<file path="src/rtl/game_sequencer_if.sv">
// Player-facing and timer-facing signals of the game sequencer, grouped into one bundle.
// The slave modport is the sequencer's view; master is the driver/observer side.
interface game_sequencer_if;
  logic        start_btn;
  logic        hit;
  logic        miss;
  logic        game_over_in;
  logic        timer_rst;
  logic        timer_start;
  logic        timer_miss;
  logic [1:0]  state;
  logic [3:0]  ready_digit;
  logic [15:0] score;
  logic [15:0] best;

  modport slave (
    input  start_btn, hit, miss, game_over_in,
    output timer_rst, timer_start, timer_miss, state, ready_digit, score, best
  );

  modport master (
    output start_btn, hit, miss, game_over_in,
    input  timer_rst, timer_start, timer_miss, state, ready_digit, score, best
  );
endinterface

</file>
<file path="src/rtl/game_sequencer.sv">
// Reaction-game sequencer: IDLE -> READY countdown 3..1 -> PLAY (BCD scoring) -> OVER.
// Drives single-cycle reset/start/penalty pulses to an external countdown timer.
module game_sequencer #(
  parameter int TICK_DIV    = 50000,
  parameter int READY_TICKS = 1000
) (
  input logic             clock,
  input logic             reset,
  game_sequencer_if.slave bus
);
  localparam logic [1:0] S_IDLE  = 2'b00;
  localparam logic [1:0] S_READY = 2'b01;
  localparam logic [1:0] S_PLAY  = 2'b10;
  localparam logic [1:0] S_OVER  = 2'b11;

  localparam int TW = (TICK_DIV    > 1) ? $clog2(TICK_DIV)    : 1;
  localparam int RW = (READY_TICKS > 1) ? $clog2(READY_TICKS) : 1;
  localparam logic [TW-1:0] TICK_LAST  = TW'(TICK_DIV - 1);
  localparam logic [RW-1:0] READY_LAST = RW'(READY_TICKS - 1);

  logic [1:0]    state_q, state_d;
  logic [3:0]    digit_q, digit_d;
  logic [15:0]   score_q, score_d;
  logic [15:0]   best_q, best_d;
  logic [TW-1:0] tick_cnt_q, tick_cnt_d;
  logic [RW-1:0] tick_num_q, tick_num_d;
  logic          btn_q, btn_d;
  logic          armed_q, armed_d;
  logic          over_new_q, over_new_d;
  logic          rst_p_q, rst_p_d;
  logic          start_p_q, start_p_d;
  logic          miss_p_q, miss_p_d;
  logic          start_edge, tick;

  // Ripple +1 across four BCD digits; caller handles 9999 saturation.
  function automatic logic [15:0] bcd_inc(input logic [15:0] v);
    logic [15:0] r;
    logic        c;
    r = v;
    c = 1'b1;
    for (int i = 0; i < 4; i++) begin
      if (c) begin
        if (r[4*i +: 4] == 4'd9) begin
          r[4*i +: 4] = 4'd0;
        end else begin
          r[4*i +: 4] = r[4*i +: 4] + 4'd1;
          c = 1'b0;
        end
      end
    end
    return r;
  endfunction

  // armed_q stays low after reset until the button is seen released, so a
  // button held through reset release cannot fake an edge.
  assign start_edge = bus.start_btn & ~btn_q & armed_q;
  assign tick       = (tick_cnt_q == TICK_LAST);

  always_comb begin
    state_d     = state_q;
    digit_d     = digit_q;
    score_d     = score_q;
    best_d      = best_q;
    tick_cnt_d  = '0;
    tick_num_d  = '0;
    btn_d       = bus.start_btn;
    armed_d     = armed_q | ~bus.start_btn;
    over_new_d  = 1'b0;
    rst_p_d     = 1'b0;
    start_p_d   = 1'b0;
    miss_p_d    = 1'b0;

    case (state_q)
      S_IDLE, S_OVER: begin
        if (start_edge) begin
          state_d = S_READY;
          digit_d = 4'd3;
          score_d = '0;
          rst_p_d = 1'b1;
        end
      end
      S_READY: begin
        tick_cnt_d = tick ? '0 : tick_cnt_q + 1'b1;
        tick_num_d = tick_num_q;
        if (tick) begin
          if (tick_num_q == READY_LAST) begin
            tick_num_d = '0;
            if (digit_q == 4'd1) begin
              state_d   = S_PLAY;
              digit_d   = 4'd0;
              start_p_d = 1'b1;
            end else begin
              digit_d = digit_q - 4'd1;
            end
          end else begin
            tick_num_d = tick_num_q + 1'b1;
          end
        end
      end
      default: begin
        if (bus.game_over_in) begin
          state_d    = S_OVER;
          over_new_d = 1'b1;
        end else if (bus.miss) begin
          miss_p_d = 1'b1;
        end else if (bus.hit && score_q != 16'h9999) begin
          score_d = bcd_inc(score_q);
        end
      end
    endcase

    // Packed BCD orders the same as binary, so a plain compare suffices.
    if (state_q == S_OVER && over_new_q && score_q > best_q)
      best_d = score_q;
  end

  always_ff @(posedge clock or posedge reset) begin
    if (reset) begin
      state_q    <= S_IDLE;
      digit_q    <= '0;
      score_q    <= '0;
      best_q     <= '0;
      tick_cnt_q <= '0;
      tick_num_q <= '0;
      btn_q      <= 1'b0;
      armed_q    <= 1'b0;
      over_new_q <= 1'b0;
      rst_p_q    <= 1'b0;
      start_p_q  <= 1'b0;
      miss_p_q   <= 1'b0;
    end else begin
      state_q    <= state_d;
      digit_q    <= digit_d;
      score_q    <= score_d;
      best_q     <= best_d;
      tick_cnt_q <= tick_cnt_d;
      tick_num_q <= tick_num_d;
      btn_q      <= btn_d;
      armed_q    <= armed_d;
      over_new_q <= over_new_d;
      rst_p_q    <= rst_p_d;
      start_p_q  <= start_p_d;
      miss_p_q   <= miss_p_d;
    end
  end

  assign bus.state       = state_q;
  assign bus.ready_digit = digit_q;
  assign bus.score       = score_q;
  assign bus.best        = best_q;
  assign bus.timer_rst   = rst_p_q;
  assign bus.timer_start = start_p_q;
  assign bus.timer_miss  = miss_p_q;
endmodule

</file>
<file path="src/flat_wrapper.sv">
// flat-port wrapper written by rule: the top's interface ports become plain ports
module game_sequencer_flat 
#(
  parameter int TICK_DIV    = 50000,
  parameter int READY_TICKS = 1000
)
  (clock, reset, bus_start_btn, bus_hit, bus_miss, bus_game_over_in, bus_timer_rst, bus_timer_start, bus_timer_miss, bus_state, bus_ready_digit, bus_score, bus_best);
  game_sequencer_if bus_i ();
  input logic clock;
  input logic reset;
  input wire logic [$bits(bus_i.start_btn)-1:0] bus_start_btn;
  input wire logic [$bits(bus_i.hit)-1:0] bus_hit;
  input wire logic [$bits(bus_i.miss)-1:0] bus_miss;
  input wire logic [$bits(bus_i.game_over_in)-1:0] bus_game_over_in;
  output wire logic [$bits(bus_i.timer_rst)-1:0] bus_timer_rst;
  output wire logic [$bits(bus_i.timer_start)-1:0] bus_timer_start;
  output wire logic [$bits(bus_i.timer_miss)-1:0] bus_timer_miss;
  output wire logic [$bits(bus_i.state)-1:0] bus_state;
  output wire logic [$bits(bus_i.ready_digit)-1:0] bus_ready_digit;
  output wire logic [$bits(bus_i.score)-1:0] bus_score;
  output wire logic [$bits(bus_i.best)-1:0] bus_best;
  assign bus_i.start_btn = bus_start_btn;
  assign bus_i.hit = bus_hit;
  assign bus_i.miss = bus_miss;
  assign bus_i.game_over_in = bus_game_over_in;
  assign bus_timer_rst = bus_i.timer_rst;
  assign bus_timer_start = bus_i.timer_start;
  assign bus_timer_miss = bus_i.timer_miss;
  assign bus_state = bus_i.state;
  assign bus_ready_digit = bus_i.ready_digit;
  assign bus_score = bus_i.score;
  assign bus_best = bus_i.best;
  game_sequencer #(.TICK_DIV(TICK_DIV), .READY_TICKS(READY_TICKS)) u_core (.clock(clock), .reset(reset), .bus(bus_i));
endmodule
</file>
<file path="config.mk">
export PLATFORM = sky130hd
export DESIGN_NAME = game_sequencer_flat
export DESIGN_NICKNAME = d
export VERILOG_FILES = /design/src/rtl/game_sequencer_if.sv /design/src/rtl/game_sequencer.sv /design/src/flat_wrapper.sv
export SDC_FILE = /design/constraint.sdc
export NUM_CORES = 1
export LEC_CHECK = 0
export ABC_AREA = 1
export CAP_MARGIN = 40
export CORE_UTILIZATION = 51
export DETAILED_ROUTE_END_ITERATION = 8
export PLACE_DENSITY = 0.76
export SYNTH_ARGS = -nofsm -noshare
export SYNTH_HDL_FRONTEND = slang
export SYNTH_SLANG_ARGS = --single-unit
</file>
<file path="constraint.sdc">
create_clock -name clock -period 2.3 [get_ports clock]
set_clock_uncertainty 0.1 [all_clocks]
set_input_delay 0.46 -clock clock [delete_from_list [all_inputs] [get_ports clock]]
set_output_delay 0.46 -clock clock [all_outputs]
set_load 0.01 [all_outputs]
</file>
## Word level (Yosys, flattened, before mapping)

Cells that the tools add are included.
Widths: inputs -> output; s select.

| storage, ports and cells | value |
|---|---|
| bits of input ports | 6 |
| bits in registers | 70 |
| word-level logic and storage cells | 119 |
| output and inout port bits | 41 |

| operators by class | value |
|---|---|
| reductions and logical operators | 18 |
| magnitude comparators | 1 |
| bitwise logic cells | 6 |
| equal/unequal tests | 16 |
| mux-type cells | 56 |
| $add $sub $neg | 7 |

Operator list:

| operator | number |
|---|---|
| $mux 16 | 6 |
| $mux 4 | 11 |
| $pmux 16 s2 | 1 |
| $mux 10 | 3 |
| $mux 1 | 28 |
| $reduce_and 6->1 | 3 |
| $add 16x1->16 const B | 1 |
| $add 4x1->4 const B | 4 |
| $eq 16x16->1 const B | 1 |
| $eq 4x4->1 const B | 4 |
| $gt 16x16->1 | 1 |
| $ne 16x16->1 const B | 1 |
| $ne 2x1->1 const B | 6 |
| $add 10x1->10 const B | 1 |
| $eq 10x10->1 const B | 1 |
| $mux 2 | 5 |
| $reduce_and 5->1 | 2 |
| $reduce_bool 2->1 | 5 |
| $pmux 4 s2 | 1 |
| $eq 4x1->1 const B | 1 |
| $pmux 2 s2 | 1 |
| $reduce_and 4->1 | 1 |
| $sub 4x1->4 const B | 1 |
| $logic_and 1x1->1 | 3 |
| 9 further kinds | 12 |

## Logic depth before layout (Yosys ltp)

Gate-level depths: netlist (run 1).

| logic depth | value |
|---|---|
| depth in word-level cells | 21 |
| depth in mapped cells | 15 |
| depth with buffers taken out | 14 |

## Worst setup path after synthesis (run 1)

Ideal clock, no wire load.

| path | value |
|---|---|
| path kind | flip-flop to flip-flop |
| start point | register u_core.score_q[7], in the netlist u_core.bus.score[7] |
| end point | register u_core.best_q[14], in the netlist u_core.bus.best[14] |
| buffers on the path | 1 |
| stages on the path, launching flop included | 11 |
| arrival | 1.596 ns |
| setup time | 0.117 ns |
| slack | 0.487 ns |
| clock period less this slack | 1.813 ns |
| path through | dfrtp_1 -> ha_1 -> nand2_1 -> nor2_1 -> nand4_1 -> nor2_1 -> nor2_2 -> nand2_2 -> buf_4 -> nand2_1 -> nand2_1 |

| between the ends | value |
|---|---|
| cells in the longest elaborated chain, start to end | 2 |

Ends and longest elaborated chain:

| what | line | source |
|---|---|---|
| start: declaration | game_sequencer.sv:23 | `logic [15:0] score_q, score_d;` |
| start signal: assignment | game_sequencer.sv:134 | `score_q <= score_d;` |
| $gt 16x16->1 | game_sequencer.sv:113 | `if (state_q == S_OVER && over_new_q && score_q > best_q)` |
| $logic_and 1x1->1 | game_sequencer.sv:113 |  |
| end signal: assignment | game_sequencer.sv:135 | `best_q <= best_d;` |
| end: declaration | game_sequencer.sv:24 | `logic [15:0] best_q, best_d;` |

Every way passes these cells.
A chain may end at the register's enable or synchronous reset.

## Final worst setup path (run 1)

| path | value |
|---|---|
| start point | register u_core.best_q[15], in the netlist u_core.bus.best[15] |
| end point | register u_core.best_q[6], in the netlist u_core.bus.best[6] |

| between the ends | value |
|---|---|
| cells in the longest elaborated chain, start to end | 2 |

Ends and longest elaborated chain:

| what | line |
|---|---|
| $gt 16x16->1 | game_sequencer.sv:113 |
| $logic_and 1x1->1 | game_sequencer.sv:113 |

Every way passes these cells.

==> metrics.md, run 1 <==
| Metric | Value |
|---|---|
| Status | `finished clean` |
| Synth Area in XOR/XNOR | `0.0274` |
| Multiplexer share of the synthesized area | `0` |
| CP Capture Type | `register` |
| Fillcell total | `685` |
| DR WL/cell | `12.3 µm` |
| CTS Buf Count | `9` |
| Post-Synth Simple-Gate Area | `0.315` |
| Vias in the first global route | `3694` |
| Share of layout cells above drive strength 1 | `0.111` |
| Max_cap viols | `0` |
| Net Count, Synth | `roughly 570` |
| Fin. Hold Viols | `0` |
| Total die area | `~8500 µm²` |
| Critical path class | `reg2reg` |
| Detailed Routing Iterations Pass 1 | `4` |
| R2R Setup Slk | `0.30 ns` |
| P&R area growth vs syn | `20.8%` |
| Critical-path maximum fanout | `17` |
| GP Congestion | `around 0.86` |
| WL final | `~8700 µm` |
| Setup violations, final | `0` |
| GRT Overall Usage | `0.227` |
| Synth Cell Area | `4160 µm²` |
| Measured slew at the worst slew-check pin | `0.420 ns` |
| Root Buffer Master | `clkbuf_8` |
| Area of the multi-input gates | `2070 µm²` |
| Startpoint types | `register` |
| Initial antenna violation count | `0` |
| Commonest non-fill, non-tap cell in the layout | `nand2_1` |
| Post-route ant nets | `0` |
| Final std cells w/o fill | `704` |
| Vias per cell | `5.13` |
| Largest net degree at the start of global routing | `38` |
| Synthesized area per cell | `7.88 µm²` |
| Starting Density | `0.533` |
| CTS tree | `done` |
| Netlist cell types | `33` |
| Final net count | `635` |
| Complex-gate fraction of the synthesized area | `0.0586` |
| Final global-route overflow total | `0` |
| Critical Path Most Common Cell | `nand2_1` |
| First-pass GRT wire length | `15700 µm` |
| Max incr delay on CP | `0.39 ns` |
| Sequential area share after synthesis | `0.421` |
| Core Box Area | `7810 µm²` |
| Pins Over Slew Limit | `0` |
| Max frequency | `between 0.4 and 0.5 GHz` |
| Leakage | `2.56 nW` |
| FF+latch count, synth | `70` |
| Clk Latency, worst-skew pair | `0.34 ns` |
| Max_slew headroom | `0.717` |
| Die Ht | `92.3 µm` |
| Iter 0 DRT Violations | `approximately 130` |
| Register area | `1750 µm²` |
| Worst endpoint data arrival time | `2.13 ns` |
| Final core utilization | `0.644` |
| DP Worst Slack | `0.0823 ns` |
| Critical Path RT | `roughly 2.4 ns` |
| Rows | `32` |
| Port Buf Inserts | `46` |
| Post-CTS Setup Bufs | `0` |
| Largest family of logic cells by synthesized area | `simple AND/OR/NAND/NOR gates` |
| Period utilisation layout | `0.871` |
| Post-DP HPWL | `6700 µm` |
| Setup ws final | `0.297 ns` |
| Clock-pin transition on the worst setup and hold timing paths | `0.08 ns` |
| Post-Synthesis Cells | `528` |
| Placed insts | `688` |
| Setup TNS | `0 ns` |
| Num ports | `47` |
| RSZ-0062 raised after global routing | `no` |
| Post-Synth Adder-Cell Area | `0.0962` |
| Cell chain of the critical path | `inv_1 > ha_1 > nand2_1 > nor2_1 > nand2_1 > nor2_1 > nor2_4 > nand2_2 > nand2_1 > nand2_1` |
| DRC | `0` |
| Critical path's slowest cell | `dfrtp_1` |
| Main synth FF type | `dfrtp_1` |
| Hold Path Class | `in2async` |
| Via count | `3611` |
| IR drop worst, VDD | `576 µV` |
| Die W | `92.3 µm` |
| Syn. warnings | `0` |
| Maximum clock path buffer count | `2` |
| Most frequent cells in the layout | `142 x nand2_1, 70 x dfrtp_1, 61 x inv_1, 58 x nor2_1, 47 x nand3_1` |
| H-tree Lvls | `3` |
| Asr flop ratio synth | `1.00` |
| Post-synth EDFFs | `0` |
| Number of sinks on the clock net | `70` |
| Period minus WS final | `2.00 ns` |
| Pwr/cell area | `1050 nW/µm²` |
| Ant. Diodes | `0` |
registers in the layout (all words and copies together), names as in the netlist, 2 cells and up:
name / cells
u_core.bus.ready_digit: 4
u_core.tick_num_q: 10
u_core.bus.state: 2
u_core.bus.best: 16
u_core.tick_cnt_q: 16
u_core.bus.score: 16
worst max-delay path, delay by kind of cell, from the launching register on:
kind / cells / cell delay (ns)
DFF: 1 / 0.39
buffers and inverters: 1 / 0.06
and+or+nand+nor: 8 / 1.04
adders and majority gates: 1 / 0.30
layout make-up:
cell class	count	share of cell area
clock buffers	12	0.0289
clock inverters	4	0.00448
inverters	71	0.0538
multi-input cells	379	0.413
flip-flops and latches	70	0.348
well taps	102	0.0254
repair buffers	66	0.126
what timing repair did:
item,4_1_cts,5_1_grt
hold buffers,0,0
gates resized for setup,0,1
endpoints found under the setup margin,0,16
cells in the mapped netlist (2+ instances only):
cell	n	area [µm²]
nand3_2	4	40.0
nor2_1	58	218
inv_2	8	30.0
nand2_2	7	43.8
nand3_1	47	235
a21oi_1	21	105
nand4_1	11	68.8
xnor2_1	6	52.6
dfrtp_1	70	1750
o21ai_0	11	55.1
o21ai_1	8	40.0
nand2_4	2	22.5
inv_1	62	233
nor2_2	6	37.5
o21a_1	2	15.0
buf_6	2	22.5
nor3_1	6	30.0
ha_1	32	400
xor2_1	7	61.3
buf_4	3	22.5
nand2_1	142	533
buf_2	2	10.0
cell families (layout without fill, tap and decap cells):
| logic type | Yosys count | after routing |
|---|---|---|
| compound gates | 44 | 44 |
| flops | 70 | 70 |
| simple gates | 290 | 290 |
| xor+xnor | 13 | 13 |
| buf+inv | 79 | 153 |
| fa+ha+maj | 32 | 32 |
where the power goes:
part / switching [mW] / internal (mW)
combinational: 1.69 / 1.13
sequential: 0.173 / 1.43
clock: 0.459 / 0.417
total: 2.32 / 2.98
metal layers:
metal  vias to the layer above  global-route usage  wire length (µm)
met1                      1721               0.282              3930
met3                        10              0.0296               233
met5                         -                   0                 0
met4                         0              0.0911                81
li1                       1824                   -                 -
met2                        56               0.398              4420
path summary, 6_finish.rpt:
check / startpoint / endpoint / cells past startpoint
max reg2reg: u_core.bus.best[15] / u_core.bus.best[6] / 10
max in group asynchronous: reset / u_core.tick_cnt_q[3] / 3
max: u_core.bus.best[15] / u_core.bus.best[6] / 10
min: reset / u_core.bus.best[14] / 2
min in group clock: u_core.armed_q / u_core.armed_q / 2
min reg2reg: u_core.armed_q / u_core.armed_q / 2
per-stage QoR:
step	area, µm²	power, mW	hold WS, ns
5_1_grt	5030	5.78	0.386
3_5_place_dp	4850	4.44	0.352
6_report	5030	5.30	0.361
3_3_place_gp	4850	4.34	0.338
4_1_cts	5020	5.32	0.358
2_1_floorplan	4170	3.52	0.327
(Power assumes the default switching activity.)
==> run 2: changes to the inputs <==
HOLD_SLACK_MARGIN = 0.03   (was default)
==> results of run 2 <==
The final DEF is identical to that of run 1; final timing and power are the same.
